==> config.mk <==
export PLATFORM = sky130hd
export DESIGN_NAME = serial_tx_flat
export DESIGN_NICKNAME = d
export VERILOG_FILES = /design/src/rtl/serial_tx_if.sv /design/src/rtl/serial_tx.sv /design/src/flat_wrapper.sv
export SDC_FILE = /design/constraint.sdc
export NUM_CORES = 1
export LEC_CHECK = 0
export BUFFER_PORTS_ARGS = -buffer_cell sky130_fd_sc_hd__buf_2
export CORE_MARGIN = 5
export CORE_UTILIZATION = 55
export CTS_CLUSTER_SIZE = 10
export DETAILED_ROUTE_END_ITERATION = 8
export PLACE_DENSITY_LB_ADDON = 0.05
export SLEW_MARGIN = 20
export SYNTH_ARGS = -nofsm -noshare
export SYNTH_HDL_FRONTEND = slang
export SYNTH_SLANG_ARGS = --single-unit
==> constraint.sdc <==
create_clock -name clk -period 1.9 [get_ports clk]
set_clock_uncertainty 0.05 [all_clocks]
set_input_delay 0 -clock clk [delete_from_list [all_inputs] [get_ports clk]]
set_output_delay 0 -clock clk [all_outputs]
set_load 0.02 [all_outputs]
==> src/rtl/serial_tx_if.sv <==
// Word handshake into the serializer: source drives in_data/in_valid, serializer returns in_ready.
interface serial_tx_if #(
  parameter int DATA_W = 8
);
  logic [DATA_W-1:0] in_data;
  logic              in_valid;
  logic              in_ready;

  modport master (output in_data, output in_valid, input in_ready);
  modport slave  (input in_data, input in_valid, output in_ready);
endinterface

==> src/rtl/serial_tx.sv <==
// Serializer: start bit, DATA_W bits LSB first, stop bit, each held CLKS_PER_BIT clks; first start cycle follows accept edge.
// Backpressure: in_ready only in IDLE, so a held word waits through the frame and is taken in the first idle cycle.
module serial_tx #(
  parameter int CLKS_PER_BIT = 4,
  parameter int DATA_W       = 8
) (
  input  logic        clk,
  input  logic        reset_n,
  serial_tx_if.slave  s_if,
  output logic        tx,
  output logic        busy
);

  localparam int CNT_W = (CLKS_PER_BIT > 1) ? $clog2(CLKS_PER_BIT) : 1;
  localparam int IDX_W = (DATA_W > 1) ? $clog2(DATA_W) : 1;
  localparam logic [CNT_W-1:0] CNT_LAST = CNT_W'(CLKS_PER_BIT - 1);
  localparam logic [IDX_W-1:0] IDX_LAST = IDX_W'(DATA_W - 1);

  typedef enum logic [1:0] {IDLE, START, DATA, STOP} state_t;

  state_t            state_q, state_d;
  logic [CNT_W-1:0]  cnt_q, cnt_d;
  logic [IDX_W-1:0]  idx_q, idx_d;
  logic [DATA_W-1:0] shreg_q, shreg_d;
  logic [DATA_W-1:0] shreg_nxt;
  logic              tx_d;
  logic              bit_done;

  assign bit_done    = (cnt_q == CNT_LAST);
  assign shreg_nxt   = shreg_q >> 1;
  assign s_if.in_ready = (state_q == IDLE);
  assign busy        = (state_q != IDLE);

  always_ff @(posedge clk or negedge reset_n) begin
    if (!reset_n) begin
      state_q <= IDLE;
      cnt_q   <= '0;
      idx_q   <= '0;
      shreg_q <= '0;
      tx      <= 1'b1;
    end else begin
      state_q <= state_d;
      cnt_q   <= cnt_d;
      idx_q   <= idx_d;
      shreg_q <= shreg_d;
      tx      <= tx_d;
    end
  end

  // tx_d is the level of the bit that starts in the cycle after this edge.
  always_comb begin
    state_d = state_q;
    cnt_d   = cnt_q;
    idx_d   = idx_q;
    shreg_d = shreg_q;
    tx_d    = tx;
    if (state_q != IDLE) begin
      cnt_d = bit_done ? '0 : cnt_q + CNT_W'(1);
    end
    case (state_q)
      IDLE: begin
        tx_d = 1'b1;
        if (s_if.in_valid) begin
          shreg_d = s_if.in_data;
          cnt_d   = '0;
          idx_d   = '0;
          tx_d    = 1'b0;
          state_d = START;
        end
      end
      START: begin
        if (bit_done) begin
          idx_d   = '0;
          tx_d    = shreg_q[0];
          state_d = DATA;
        end
      end
      DATA: begin
        if (bit_done) begin
          if (idx_q == IDX_LAST) begin
            tx_d    = 1'b1;
            state_d = STOP;
          end else begin
            idx_d   = idx_q + IDX_W'(1);
            shreg_d = shreg_nxt;
            tx_d    = shreg_nxt[0];
          end
        end
      end
      STOP: begin
        if (bit_done) begin
          tx_d    = 1'b1;
          state_d = IDLE;
        end
      end
      default: begin
        tx_d    = 1'b1;
        state_d = IDLE;
      end
    endcase
  end

endmodule

==> src/flat_wrapper.sv <==
// flat-port wrapper written by rule: the top's interface ports become plain ports
module serial_tx_flat 
#(
  parameter int CLKS_PER_BIT = 4,
  parameter int DATA_W       = 8
)
  (clk, reset_n, tx, busy, s_if_in_data, s_if_in_valid, s_if_in_ready);
  serial_tx_if #(.DATA_W(DATA_W)) s_if_i ();
  input  logic clk;
  input  logic reset_n;
  output logic tx;
  output logic busy;
  input wire logic [$bits(s_if_i.in_data)-1:0] s_if_in_data;
  input wire logic [$bits(s_if_i.in_valid)-1:0] s_if_in_valid;
  output wire logic [$bits(s_if_i.in_ready)-1:0] s_if_in_ready;
  assign s_if_i.in_data = s_if_in_data;
  assign s_if_i.in_valid = s_if_in_valid;
  assign s_if_in_ready = s_if_i.in_ready;
  serial_tx #(.CLKS_PER_BIT(CLKS_PER_BIT), .DATA_W(DATA_W)) u_core (.clk(clk), .reset_n(reset_n), .s_if(s_if_i), .tx(tx), .busy(busy));
endmodule
==> impl_metrics.csv <==
group,metric,value,unit
outcome,status,"completed",
floorplan,start_util,0.567,
placement,gp_congestion,0.854,
pwr,power,2.05,mW
floorplan,die_area,2700,sq um
route,met1_length,843,um
clocking,cts_tree,"yes",
logic_synthesis,synth_warnings,0,
final_layout,utilization,0.700,
logic_synthesis,synth-seq-area-share,0.415,
worst_setup_path,path_max_fanout,8,
floorplan,chipHeight,52.0,um
placement,port_buffers,13,
sta,worst_pin_slew,358,ps
final_layout,syn2layout_area_growth,23.4,%
floorplan,pin_count,14,
final_layout,nets,126,
pwr,peakVddDrop,0.000943,V
global_route,grt_max_degree,17,
route,route.final.wire_length,1800,um
worst_setup_path,critPathLaunchType,"flop",
global_route,grt_pass1_vias,717,
logic_synthesis,synth_cell_types,31,
sta,fin_tns_setup,0,ps
worst_setup_path,critPathKind,"reg -> reg",
sta,min_period,1800,ps
final_layout,diodes,0,
hold_path,min_path_cells,3,
route,wl_met3,68,um
global_route,grt_first_pass_wirelength,2930,um
logic_synthesis,synth-seq-cells,16,
placement,dp_cells,122,
final_layout,multi_input_area,536,sq um
worst_setup_path,cp-end-kind,"flop",
final_layout,drive_above_1_share,0.453,
floorplan,die_w,52.0,um
sta,maxSlewHeadroom,0.761,
worst_setup_path,reg2reg_to,"u_core.shreg_q[1]",
route,vias,700,
global_route,antenna_found_initial,0,
logic_synthesis,syn_avg_cell_area,12.0,sq um
final_layout,fill_cells,131,
hold_path,min_from,"s_if_in_data[4]",
sta,finalHoldViolCount,0,
clocking,cts.root.buffer_cell,"clkbuf_4",
worst_setup_path,crit_arrival,1930,ps
worst_setup_path,required,2030,ps
pwr,leakage,0.567,nW
floorplan,core_region_area,1710,sq um
clocking,htreeDepth,1,
sta,rsz0062_at_grt,"false",
clocking,cts_buffer_depth,2,
logic_synthesis,syn_inst,81,
route,final_antenna_net_count,0,
route,vias_per_cell,5.34,
final_layout,mostFrequentLayoutCell,"dfrtp_1",
route,first_iter_violations,8,
route,drt_first_pass_iters,4,
route,wl_met2,872,um
route,wire_per_inst,13.7,um
sta,drv_slew,0,
logic_synthesis,syn-cell-area,968,sq um
pwr,power_density,1710,nW/um^2
sta,finalCritPeriodShare,0.946,
route,top_layer_used,"met4",
clocking,cts_sinks,16,
hold_path,hp-class,"in -> reg",
global_route,grt_use_total,0.144,
logic_synthesis,syn-num-nets,100,
sta,timing.fmax,0.557,GHz
worst_setup_path,regToRegSetupSlack,100,ps
final_layout,instances_no_fill,131,
worst_setup_path,rr_worst_depth,6,
final_layout,seq_area,402,sq um
clocking,numCtsBuffers,3,
final_layout,final_cell_mix,"dfrtp_1, buf_2, mux2_2, buf_4, ha_1",
sta,setup_viol,0,
floorplan,rows,15,
hold_path,hold_path_end,"u_core.shreg_q[4]",
placement,hpwl,1320,um
clocking,insertion_delay,280,ps
worst_setup_path,r2r-start,"u_core.idx_q[0]",
global_route,grt_overflow,0,
route,drc_errors,0,
run,drv_cap,0,
clocking,cts.clk_slew.worst_paths,100,ps
## worst max-delay path by stage
| stage | from | to |
|---|---|---|
| CTS | u_core.idx_q[0] | u_core.shreg_q[6] |
| floorplan | u_core.state_q[0] | u_core.state_q[1] |
| detailed placement | u_core.idx_q[0] | u_core.shreg_q[6] |
| finish | u_core.idx_q[0] | u_core.shreg_q[1] |
| global placement | u_core.idx_q[0] | u_core.shreg_q[6] |
| global route | u_core.idx_q[0] | u_core.shreg_q[1] |
## layer usage
metal  GRT usage  vias to the layer above
met5           0                        -
met4      0.0393                        0
met3      0.0344                        2
met2       0.253                       14
met1       0.172                      340
li1            -                      344
## area by class of cell
type                            instances  area share
Timing Repair Buffer                   25       0.147
Inverter                                4      0.0126
Tap cell                               25      0.0262
Clock buffer                            4      0.0304
Sequential cell                        16       0.336
Multi-Input combinational cell         57       0.448
## stage by stage
stage / setup WS (ps) / hold WS (ps) / area, sq um
after floorplan: 70.7 / -346 / 968
after global placement: 64.8 / -115 / 1080
after detailed placement: 25.6 / -114 / 1080
after CTS: 16.9 / 19.8 / 1140
after global routing: 24.2 / 14.6 / 1190
final: 103 / 21.1 / 1190
## power breakdown
part	leakage, nW	switching, mW	total (mW)	internal, mW
Clock	0.0210	0.108	0.225	0.116
Sequential	0.195	0.0963	0.605	0.508
Combinational	0.351	0.529	1.22	0.687
## timing repair
item / 4_1_cts / 5_1_grt
endpoints found under the setup margin: 0 / 8
buffers inserted: 0 / 2
gates resized for setup: 0 / 6
hold endpoints to repair: 18 / 0
hold buffers: 3 / 0
## flip-flops by register name, summed over array words and instances, names as in the netlist
register,cells
u_core.cnt_q,2
u_core.idx_q,3
u_core.shreg_q,8
u_core.state_q,2
u_core.tx,1
## synth_stat cells (all sizes together)
master / count / area [sq um]
nor2b: 2 / 12.5
o32a: 1 / 10.0
nor3: 1 / 5.00
nand2b: 2 / 12.5
nand3: 2 / 10.0
a211oi: 1 / 7.51
dfstp: 1 / 26.3
mux2: 16 / 184
or3: 1 / 6.26
buf: 4 / 41.3
nand4b: 1 / 8.76
nand2: 4 / 15.0
o21ai: 4 / 20.0
o31ai: 2 / 15.0
o221a: 1 / 11.3
dfrtp: 15 / 375
o41ai: 1 / 8.76
ha: 8 / 100
and2b: 1 / 10.0
o311ai: 1 / 8.76
nor2: 1 / 3.75
a22o: 1 / 8.76
a22oi: 1 / 7.51
nand3b: 1 / 7.51
a21oi: 1 / 16.3
a21o: 1 / 7.51
or2: 1 / 6.26
o211ai: 1 / 7.51
inv: 4 / 15.0
## critical path, cell delays in order, from the launching register on
cell and delay (ps):
dfrtp_1 420, ha_1 210, ha_2 180, nand3b_1 190, a21oi_4 170, buf_12 140, mux2_2 330
## cell families after synthesis
kind of cell / after synthesis / share of synthesized area
buf+inv: 8 / 0.0581
compound gates: 16 / 0.133
flops: 16 / 0.415
fa+ha+maj: 8 / 0.103
simple gates: 17 / 0.101
mux: 16 / 0.190
Note: power is estimated with default switching activity, not from simulation.
